==> src/rtl/matrix_skew_aligner.sv <==
// Per-lane programmable delay that turns aligned rows into a systolic wavefront (skew)
// or a wavefront back into rows (deskew), draining fully before the mode switches.
module matrix_skew_aligner #(
  parameter int data_size = 4,
  parameter int size      = 3
) (
  input  logic                      clk,
  input  logic                      reset,
  input  logic                      mode,
  input  logic                      in_valid,
  input  logic [data_size*size-1:0] input_stream,
  output logic                      in_ready,
  output logic [data_size*size-1:0] output_stream,
  output logic [size-1:0]           out_lane_valid,
  output logic                      out_valid,
  output logic                      cur_mode,
  output logic                      busy
);

  localparam int depth = size - 1;

  typedef enum logic [1:0] {
    RUN    = 2'b00,
    DRAIN  = 2'b01,
    SWITCH = 2'b10
  } state_t;

  state_t          state, state_nx;
  logic            accept;
  logic [size-1:0] lane_busy;

  assign accept = in_valid && in_ready;

  for (genvar c = 0; c < size; c++) begin : g_lane
    logic [data_size-1:0] in_data;
    logic [data_size-1:0] line_data_p0 [depth];
    logic [depth-1:0]     line_vld_p0;
    logic [data_size-1:0] dsk_data, skw_data, tap_data;
    logic                 dsk_vld, skw_vld, tap_vld;
    logic [data_size-1:0] out_data_p1;
    logic                 out_vld_p1;

    assign in_data = accept ? input_stream[(size-c)*data_size-1 -: data_size] : '0;

    // Tap for deskew: delay size-1-c stages; the last lane bypasses the line.
    if (size - 1 - c == 0) begin : g_dsk_direct
      assign dsk_data = in_data;
      assign dsk_vld  = accept;
    end else begin : g_dsk_tap
      assign dsk_data = line_data_p0[size-2-c];
      assign dsk_vld  = line_vld_p0[size-2-c];
    end

    // Tap for skew: delay c stages; lane 0 bypasses the line.
    if (c == 0) begin : g_skw_direct
      assign skw_data = in_data;
      assign skw_vld  = accept;
    end else begin : g_skw_tap
      assign skw_data = line_data_p0[c-1];
      assign skw_vld  = line_vld_p0[c-1];
    end

    assign tap_data = cur_mode ? skw_data : dsk_data;
    assign tap_vld  = cur_mode ? skw_vld : dsk_vld;

    // Stage p0: shift line; stage p1: output register.
    always_ff @(posedge clk) begin
      if (reset) begin
        for (int k = 0; k < depth; k++) line_data_p0[k] <= '0;
        line_vld_p0 <= '0;
        out_data_p1 <= '0;
        out_vld_p1  <= 1'b0;
      end else begin
        line_data_p0[0] <= in_data;
        line_vld_p0[0]  <= accept;
        for (int k = 1; k < depth; k++) begin
          line_data_p0[k] <= line_data_p0[k-1];
          line_vld_p0[k]  <= line_vld_p0[k-1];
        end
        out_data_p1 <= tap_data;
        out_vld_p1  <= tap_vld;
      end
    end

    assign output_stream[(size-c)*data_size-1 -: data_size] = out_vld_p1 ? out_data_p1 : '0;
    assign out_lane_valid[c] = out_vld_p1;
    assign lane_busy[c]      = out_vld_p1 | (|line_vld_p0);
  end

  assign busy      = |lane_busy;
  assign out_valid = cur_mode ? (|out_lane_valid) : (&out_lane_valid);

  always_ff @(posedge clk) begin
    if (reset) begin
      state    <= RUN;
      cur_mode <= 1'b0;
    end else begin
      state <= state_nx;
      if (state == SWITCH) cur_mode <= mode;
    end
  end

  // A mode request blocks input the same cycle it appears.
  always_comb begin
    state_nx = state;
    in_ready = 1'b0;
    case (state)
      RUN: begin
        in_ready = (mode == cur_mode);
        if (mode != cur_mode) state_nx = DRAIN;
      end
      DRAIN:   if (!busy) state_nx = SWITCH;
      SWITCH:  state_nx = RUN;
      default: state_nx = RUN;
    endcase
  end

endmodule

==> config.mk <==
export PLATFORM = sky130hd
export DESIGN_NAME = matrix_skew_aligner
export DESIGN_NICKNAME = d
export VERILOG_FILES = /design/src/rtl/matrix_skew_aligner.sv
export SDC_FILE = /design/constraint.sdc
export NUM_CORES = 1
export LEC_CHECK = 0
export CELL_PAD_IN_SITES_DETAIL_PLACEMENT = 1
export CELL_PAD_IN_SITES_GLOBAL_PLACEMENT = 1
export CORE_UTILIZATION = 36
export DETAILED_ROUTE_END_ITERATION = 10
export GPL_TIMING_DRIVEN = 0
export PLACE_DENSITY = 0.83
export SYNTH_ARGS = -nofsm -noshare
export SYNTH_HDL_FRONTEND = slang
export SYNTH_SLANG_ARGS = --single-unit
==> constraint.sdc <==
create_clock -name clk -period 1.6 [get_ports clk]
set_clock_uncertainty 0.05 [all_clocks]
set_input_delay 0.32 -clock clk [delete_from_list [all_inputs] [get_ports clk]]
set_output_delay 0.32 -clock clk [all_outputs]
set_load 0.05 [all_outputs]
==> metrics.txt, run 1 <==
worst r2r path cells 4; DRT antenna net count 0; post-synthesis area per instance between 10 and 15 µm²; pre-CTS setup slack -0.816 ns; DR iter-0 viols 16; vias 981; Mapped Nets 133; unrepaired setup endpoints after global routing true; minimum clock period 1.66 ns; sequential share of the synthesized area 59.3%; global-route wire length before repair 5150 µm; Core ar. between 0.003 and 0.004 mm²; setup ws final -0.0610 ns; Die Width about 62 µm; Ys Warns 0; Data arrival, critical path 1.29 ns; Worst Setup EP busy; Area contributors post-synth dfxtp_1, and2_1, nor2b_1; Clock Sinks 39; DR vias/cell around 4.7; DPL Wire Length 1990 µm; clock buffer depth 2; GRT overflow 0; vias in the first global route between 1000 and 1500; Post-Syn Instances 117; f_max 602 MHz; Worst EP required 1.23 ns; CTS H-tree depth 2; Cell Area, Placed ~0.0017 mm²; Worst Hold Slack 0.402 ns; ys flop type dfxtp_1; final design instance area without fill 0.00184 mm²; routed len/inst 14.7 µm; Worst Setup Path Type reg2out; initial antenna violation count 0; Clock Power Share between 30 and 40%; Fin. Hold Viols 0; RR Endpoint g_lane[1].line_data_p0[0][2]$_SDFF_PP0_; CTS tree done; Layout Cells excl Fill 208; critical path launch point g_lane[0].line_vld_p0[1]$_SDFF_PP0_; layout cells sized above 1 30.2%; Tightest Hold Check Type reg2reg; Mapped Area between 0.001 and 0.0015 mm²; antenna fix cells 0; area growth from synthesis to layout 39.4%; layout net count 177; Reg2Reg Setup Slack 0.11 ns; PortBufs 34; drt drc 0; clk_lat worst skew 0.35 ns; peak ir drop on the vdd network 514 µV; Chip Height 62.5 µm; Total GRT Usage 18.0%; Critical Path Source Type register; Synth cell types 24; Synth top cells by count dfxtp_1, and2_1, nor2b_1, nor2_1, a22o_1; post-synthesis async set-or-reset flop share 0%; area leader, netlist dfxtp_1; crit-path max FO 8; status complete, but fails checks; number of flops mapped to enable cells by yosys 0; post-synth top area share 59.3%; Top Ports 35; Slew @ Worst Pin 0.475 ns; Detailed Route WL about 3100 µm; CTS root buffer clkbuf_4; pin count of the biggest net entering global routing 12; R2R Path Start state[0]$_SDFFE_PP0P_; row cnt 21; sequential share of power 56.0%; count leader, synth dfxtp_1; initial core utilization 38.5%; setup TNS -0.141 ns; FF+latch count, synth 39; maxcap violations 0; Slew Limit Fails 0; gpl congestion 0.744; Inst Count DP around 200; Pleak 0.786 nW; hold path startpoint g_lane[2].line_data_p0[0][1]$_SDFF_PP0_; max_slew headroom 68.3%; Internal 1.38 mW; Comb power frac a little over an eighth; final count of negative-setup-slack endpoints 3; Worst Setup End Kind output port; pwr/cell area approximately 1000 mW/mm²; number of iterations in the first detailed-routing pass 4; CTS clock-pin slew for the worst setup and hold paths 0.11 ns; Sw Pwr 469 µW; DIE AREA 0.00390 mm²; failing checks setup timing; crit share post-route 104%; TritonCTS Buffers 5; switching share of power 25.4%
## metal layers
metal  vias to the layer above  track usage (%)  wire length, µm
met2                        29             30.4             1630
met1                       479             18.4             1180
met5                         -                0                0
met3                         6             5.29              185
li1                        467                -                -
met4                         0             14.5               57
## state kept, by name, summed over array words and instances (netlist names)
signal               count
cur_mode                 1
g_lane.line_data_p0     20
g_lane.line_vld_p0       2
g_lane.out_data_p1      12
g_lane.out_vld_p1        2
state                    2
## power by group through the flow
stage,clock network (mW),logic [mW],registers (mW)
4_1_cts,0.580,0.238,1.03
5_1_grt,0.644,0.260,1.04
3_3_place_gp,0,0.216,1.05
6_report,0.568,0.245,1.03
3_5_place_dp,0,0.223,1.05
2_1_floorplan,0,0.131,1.05
## cells by family after synthesis
family,share of synthesized area [%]
muxes,0.760
and+or+nand+nor,25.4
AOI/OAI and AO/OA,9.03
buffers and inverters,4.28
xor gates and xnor gates,1.24
DFF,59.3
## final cells by class
| cell class | count | area, µm² |
|---|---|---|
| tap | 46 | 57.6 |
| timing repair buffer | 37 | 302 |
| clock buffer | 8 | 68.8 |
| multi-input combinational | 68 | 543 |
| fill | 395 | 1580 |
| buffer | 7 | 57.6 |
| sequential | 39 | 796 |
| inverter | 3 | 11.3 |
## timing repair
action / in CTS / in global routing
resized for setup: 112 / 14
endpoints found under the setup margin: 19 / 24
hold buffers: 0 / 0
endpoints found under the hold margin: 0 / 0
pin swaps: 2 / 1
setup buffers: 1 / 2
## layout by cell type, fill, tap and decap left out
cell type        synthesis  routed
nor3_4                   0       1
and2_1                  24      24
a21o_1                   1       1
a21oi_4                  0       1
dfxtp_4                  0       4
a22o_1                   4       4
clkbuf_1                 3       2
buf_8                    0       2
nor3b_4                  2       2
clkbuf_8                 0       2
o21ai_2                  0       1
and3_1                   1       1
xor2_4                   0       1
nor2b_1                 14      14
nor4b_1                  1       1
clkbuf_4                 0       8
nor4_4                   0       1
o21ai_4                  0       1
buf_2                    0      10
inv_2                    0       1
a32o_1                   1       1
nor2_1                   7       7
buf_4                    3       8
buf_6                    1       3
clkbuf_2                 0       2
a2111oi_1                1       1
inv_1                    3       2
clkdlybuf4s50_1          0      14
dfxtp_1                 39      35
dlygate4sd2_1            0       1
mux2i_1                  1       1
a2bb2oi_2                1       1
a32oi_1                  3       3
nand2b_1                 1       1
## per-stage QoR
stage | util [%] | power [mW]
global placement | 50.9 | 1.27
CTS | 52.5 | 1.85
finish | 53.7 | 1.85
global route | 53.7 | 1.94
detailed placement | 50.9 | 1.27
floorplan | - | 1.18
## critical path: stages, from the launching register on
cell and delay (ns):
dfxtp_4 0.39, nor4_4 0.31, inv_2 0.09, buf_6 0.16
## how the worst min path moves through the flow
stage	to	slack (ns)	cells past startpoint
global placement	g_lane[2].line_data_p0[0][6]$_SDFF_PP0_	0.37	1
finish	g_lane[2].line_data_p0[0][5]$_SDFF_PP0_	0.40	1
floorplan	g_lane[0].line_data_p0[0][4]$_SDFF_PP0_	0.36	1
CTS	g_lane[2].line_data_p0[0][5]$_SDFF_PP0_	0.40	1
detailed placement	g_lane[2].line_data_p0[0][5]$_SDFF_PP0_	0.38	1
global route	g_lane[0].line_data_p0[0][7]$_SDFF_PP0_	0.42	1
Power figures use the tool's default switching activity.
==> run 2: changes to the inputs <==
--- a/config.mk
+++ b/config.mk
@@ -10,7 +10,8 @@
 export CORE_UTILIZATION = 36
 export DETAILED_ROUTE_END_ITERATION = 10
 export GPL_TIMING_DRIVEN = 0
-export PLACE_DENSITY = 0.83
+export HOLD_SLACK_MARGIN = 0.1
+export PLACE_DENSITY_LB_ADDON = 0.1
 export SYNTH_ARGS = -nofsm -noshare
 export SYNTH_HDL_FRONTEND = slang
 export SYNTH_SLANG_ARGS = --single-unit
==> run 2 against run 1 <==
Against the previous run:
- the run still ends with setup timing left
- fmax grew 1.3%
- flip-flop and latch count did not move
- routed wire length up 0.79%
- clock-buffer cell count fell by 1
- setup slack gained 0.022 ns
- register-to-register slack worse by 0.09 ns
- first-iteration DRC count is 38% lower
- cell area rose by 2.5%
- combinational power grew 11%
- core utilization increased by 1.3 points
- critical path type unchanged
- largest cell class unchanged
- highest routed layer unchanged
==> metrics.txt, run 2 (synthesis results as in run 1) <==
status complete, but fails checks; failing checks setup timing; Critical Path Source Type register; Pwr Total 1.78 mW (-3.7%); vias 999 (+1.8%); Die Width 62.5 µm (unchanged); initial antenna violation count 0 (unchanged); clk_lat worst skew 0.34 ns (about the same); max FFs per register 20 (unchanged); Chip Height 62.5 µm (unchanged); layout net count 186 (+5.1%); most common cell after layout, fill and taps aside dfxtp_1; routed len/inst 14.2 µm (-3.4%); GRT overflow 0 (unchanged); peak ir drop on the vdd network 578 µV (+12%); hold path startpoint g_lane[2].line_data_p0[0][2]$_SDFF_PP0_; DIE AREA 0.00390 mm² (unchanged); Worst Setup End Kind output port; Tightest Hold Check Type reg2reg; initial core utilization 38.5% (unchanged); number of iterations in the first detailed-routing pass 3 (-1); Largest regs g_lane.line_data_p0 (20), g_lane.out_data_p1 (12); CTS tree done; global-route wire length before repair 5170 µm (+0.41%); Slew @ Worst Pin 0.523 ns (+0.0478 ns); # fillers 386 (-2.3%); Total GRT Usage 17.5% (-0.51 points); DR iter-0 viols 10 (-6); gpl congestion 0.736 (-1.1%); Worst Hold Depth 1 (unchanged); Detailed Route WL 3070 µm (+0.79%); setup TNS -0.0393 ns (+0.102 ns); max_slew headroom 65.1% (-3.2 points); CTS clock-pin slew for the worst setup and hold paths 0.11 ns (about the same); Fin. Hold Viols 0 (unchanged); # hold bufs at CTS 0 (unchanged); R2R Path Start g_lane[0].line_vld_p0[1]$_SDFF_PP0_; Reg2Reg Setup Slack 0.02 ns (-0.09 ns); unrepaired setup endpoints after global routing true; clock buffer depth 2 (unchanged); TritonCTS Buffers 5 (unchanged); final count of negative-setup-slack endpoints 1 (-2); maxcap violations 0 (unchanged); area growth from synthesis to layout 42.9%; crit share post-route 102% (-1.4 points); most frequent cells in the layout dfxtp_1, and2_1, buf_4; f_max 610 MHz (+1.3%); DPL Wire Length 2030 µm (+2.2%); RR Endpoint state[1]$_SDFFE_PP0P_; row cnt 21 (unchanged); Worst EP required 1.23 ns (about the same); Pleak 0.825 nW (+4.9%); antenna fix cells 0 (unchanged); layout cells sized above 1 33.9% (+3.7 points); most flop-heavy register g_lane.line_data_p0; Core ar. 0.00342 mm² (unchanged); Data arrival, critical path 1.27 ns (-0.02 ns); CTS H-tree depth 2 (unchanged); pwr/cell area 945 mW/mm² (-6.0%); Worst Setup Path Type reg2out; Slew Limit Fails 0 (unchanged); DR vias/cell 4.60 (-2.4%); minimum clock period 1.64 ns (-0.0217 ns); vias in the first global route 1084 (-1.7%); drt drc 0 (unchanged); crit-path max FO 6 (-2); CTS root buffer clkbuf_4; pin count of the biggest net entering global routing 12 (unchanged); DRT antenna net count 0 (unchanged); Clock Sinks 39 (unchanged); setup ws final -0.0393 ns (+0.0217 ns); WHS Endpoint g_lane[2].line_data_p0[0][6]$_SDFF_PP0_; worst r2r path cells 7 (+3); PortBufs 34 (unchanged); Top Ports 35 (unchanged)
-- run 2: changes by cell type in the layout (fill, tap and decap cells not counted), sizes merged --
| cell | delta |
|---|---|
| clkbuf | -5 |
| clkdlybuf4s15 | +1 |
| buf | +12 |
| clkinv | +1 |
-- run 2: worst max path at each step --
stage,from,to,slack [ns],depth (start not counted)
2_1_floorplan,cur_mode$_SDFFE_PP0N_,out_valid,0.06,3
3_3_place_gp,mode,in_ready,-0.78,4
3_5_place_dp,mode,in_ready,-0.78,4
4_1_cts,g_lane[0].out_vld_p1$_SDFF_PP0_,busy,-0.07,3
5_1_grt,g_lane[0].line_vld_p0[1]$_SDFF_PP0_,busy,-0.10,3
6_report,g_lane[0].line_vld_p0[1]$_SDFF_PP0_,busy,-0.04,3
-- run 2: through the flow --
step	utilization (%)	setup WS, ns	hold slack, ns	std cells	cell area [µm²]
2_1_floorplan	-	0.0577	0.364	117	1340
6_report	55.1	-0.0393	0.400	217	1880
5_1_grt	55.1	-0.104	0.417	217	1880
3_3_place_gp	50.9	-0.784	0.368	197	1740
3_5_place_dp	50.9	-0.782	0.379	197	1740
4_1_cts	53.1	-0.0718	0.406	211	1810
-- run 2: power by group --
group	switching, mW	total [mW]	internal, mW
Combinational	0.132	0.273	0.141
Clock	0.302	0.473	0.171
Sequential	0.0314	1.03	0.999
-- run 2: per-layer routing --
metal  part of all wire [%]  routed length (µm)  vias up  track usage [%]
met3                    3.9                 120        7             5.47
li1                       -                   -      488                -
met4                    1.8                  55        0             8.43
met2                     54                1660       24             32.7
met1                     40                1230      480             17.2
met5                      0                   0        -                0
-- run 2: area by class of cell --
type	count	area (µm²)	share of cell area [%]
Clock inverter	1	5.00	0.266
Sequential cell	39	796	42.3
Timing Repair Buffer	46	370	19.7
Buffer	7	57.6	3.06
Tap cell	46	57.6	3.06
Clock buffer	7	45.0	2.40
Inverter	3	11.3	0.599
Multi-Input combinational cell	68	538	28.6
-- run 2: critical path: stages, from the launching register on --
cell	delay (ns)
dfxtp_4	0.38
nor4_4	0.32
inv_2	0.08
buf_6	0.16
-- run 2: timing repair --
item | CTS | global route
buffers inserted | 6 | 6
endpoints found under the hold margin | 0 | 0
pin swaps | 2 | 1
resized for setup | 111 | 14
setup endpoints to repair | 23 | 20
==> run 3: changes to the inputs <==
--- a/config.mk
+++ b/config.mk
@@ -7,7 +7,8 @@
 export LEC_CHECK = 0
 export CELL_PAD_IN_SITES_DETAIL_PLACEMENT = 1
 export CELL_PAD_IN_SITES_GLOBAL_PLACEMENT = 1
-export CORE_UTILIZATION = 36
+export CORE_UTILIZATION = 38
+export CTS_BUF_LIST = sky130_fd_sc_hd__clkbuf_4
 export DETAILED_ROUTE_END_ITERATION = 10
 export GPL_TIMING_DRIVEN = 0
 export HOLD_SLACK_MARGIN = 0.1
@@ -15,3 +16,4 @@
 export SYNTH_ARGS = -nofsm -noshare
 export SYNTH_HDL_FRONTEND = slang
 export SYNTH_SLANG_ARGS = --single-unit
+export TNS_END_PERCENT = 1
==> run 3 against run 2 <==
Against the previous run:
- the run still ends with setup timing left
- sequential share of layout area rose by 1.3 points
- non-clock buffer count is 9 lower
- highest routed layer unchanged
- clock power is 2% higher
==> metrics.txt, run 3 (synthesis results as in run 1) <==
status complete, but fails checks; failing checks setup timing; worst path cell trace nor4_4 > inv_1 > buf_6; Pwr Total 1.76 mW (-0.82%); critical path's slowest cell dfxtp_4; initial core utilization 39.4% (+0.91 points); max incr delay on CP 0.38 ns (about the same); drt drc 0 (unchanged); max_slew headroom 68.7% (+3.5 points); setup ws final -0.0561 ns (-0.0168 ns); area growth from synthesis to layout 39.2%; Chip Height 60.9 µm (-2.6%); layout net count 177 (-4.8%); Slew @ Worst Pin 0.470 ns (-0.0530 ns); Slew Limit Fails 0 (unchanged); most common cell after layout, fill and taps aside dfxtp_1; Clock Sinks 39 (unchanged); Pleak 0.781 nW (-5.3%); pwr/cell area 962 mW/mm² (+1.8%); Layout Cells excl Fill 208 (-4.1%); clock buffer depth 2 (unchanged); setup TNS -0.121 ns (-0.0821 ns); peak ir drop on the vdd network 588 µV (+1.8%); most frequent cells in the layout dfxtp_1, and2_1, nor2b_1, clkdlybuf4s50_1, buf_4; DRT antenna net count 0 (unchanged); Core ar. 0.00334 mm² (-2.3%); CTS tree done; DR vias/cell 4.77 (+3.7%); DPL Wire Length 1960 µm (-3.4%); vias in the first global route 901 (-17%); antenna fix cells 0 (unchanged); CTS root buffer clkbuf_4; PortBufs 34 (unchanged); Worst Setup Path Type reg2out; row cnt 21 (unchanged); TritonCTS Buffers 5 (unchanged); GRT overflow 0 (unchanged); Worst Setup End Kind output port; final count of negative-setup-slack endpoints 3 (+2); minimum clock period 1.66 ns (+0.0168 ns); pre-CTS setup slack -0.798 ns (-0.0160 ns); Top Ports 35 (unchanged); # hold bufs at CTS 0 (unchanged); f_max 604 MHz (-1.0%); Buf+Inv Stages, Crit Path 2 (unchanged); DR iter-0 viols 12 (+2); Reg2Reg Setup Slack 0.14 ns (+0.12 ns); crit share post-route 104% (+1.1 points); CTS H-tree depth 2 (unchanged); Critical Path Source Type register; Data arrival, critical path 1.29 ns (+0.02 ns); gpl congestion 0.787 (+6.9%); maxcap violations 0 (unchanged); vias 993 (-0.60%); Worst Hold Depth 1 (unchanged); routed len/inst 13.5 µm (-4.5%); Inst Count DP 197 (unchanged); Total GRT Usage 16.9% (-0.65 points); DIE AREA 0.00370 mm² (-5.1%); initial antenna violation count 0 (unchanged); global-route wire length before repair 4200 µm (-19%); Worst EP required 1.23 ns (about the same); # fillers 379 (-1.8%); unrepaired setup endpoints after global routing true; Tightest Hold Check Type reg2reg; number of iterations in the first detailed-routing pass 4 (+1); worst r2r path cells 4 (-3); crit-path max FO 4 (-2); clk_lat worst skew 0.34 ns (about the same); max FFs per register 20 (unchanged); Detailed Route WL 2810 µm (-8.5%); largest delay contributor family on the critical path flip-flops; Largest regs g_lane.line_data_p0 (20), g_lane.out_data_p1 (12); CTS clock-pin slew for the worst setup and hold paths 0.11 ns (about the same); pin count of the biggest net entering global routing 12 (unchanged); layout cells sized above 1 30.2% (-3.7 points); Fin. Hold Viols 0 (unchanged); most flop-heavy register g_lane.line_data_p0; CP Depth 3 (unchanged); Die Width 60.9 µm (-2.6%)
## run 3: cell count changes in the layout (fill, tap and decap cells not counted), sizes merged
cell and delta:
buf -11, clkbuf +1, clkinv +1
## run 3: where the power goes
group          switching [mW]  internal [mW]
clock network           0.304          0.180
logic                   0.124          0.124
registers              0.0301           1.00
total                   0.458           1.30
## run 3: worst paths after layout
check	startpoint	to
worst min-delay path	g_lane[2].line_data_p0[0][2]$_SDFF_PP0_	g_lane[2].line_data_p0[0][6]$_SDFF_PP0_
worst max register to register	state[1]$_SDFFE_PP0P_	g_lane[2].line_data_p0[0][0]$_SDFF_PP0_
worst max-delay path	g_lane[0].line_vld_p0[1]$_SDFF_PP0_	busy
worst min register to register	g_lane[2].line_data_p0[0][2]$_SDFF_PP0_	g_lane[2].line_data_p0[0][6]$_SDFF_PP0_
## run 3: metal layers
metal | part of all wire [%] | track usage, %
met1 | 40 | 18.3
met3 | 5.3 | 6.61
met2 | 53 | 28.9
met5 | 0 | 0
met4 | 1.7 | 7.79
## run 3: metrics by stage
step / utilization (%) / area [µm²] / hold slack, ns
2_1_floorplan: - / 1340 / 0.364
5_1_grt: 54.9 / 1830 / 0.414
6_report: 54.9 / 1830 / 0.405
3_3_place_gp: 52.1 / 1740 / 0.367
4_1_cts: 53.8 / 1800 / 0.403
3_5_place_dp: 52.1 / 1740 / 0.378
## run 3: timing repair
item                       4_1_cts  5_1_grt
gates cloned                     0        0
resized for setup              111       14
buffers inserted                 1        2
setup endpoints to repair       24       19
pin swaps                        2        2
## run 3: cell type report
cell class / instances / area, µm² / share of cell area, %
buffer: 7 / 67.6 / 3.69
inverter: 3 / 11.3 / 0.615
sequential: 39 / 800 / 43.6
multi-input combinational: 68 / 532 / 29.0
tap: 46 / 57.6 / 3.14
timing repair buffer: 37 / 312 / 17.0
clock inverter: 2 / 7.51 / 0.410
clock buffer: 6 / 45.0 / 2.46
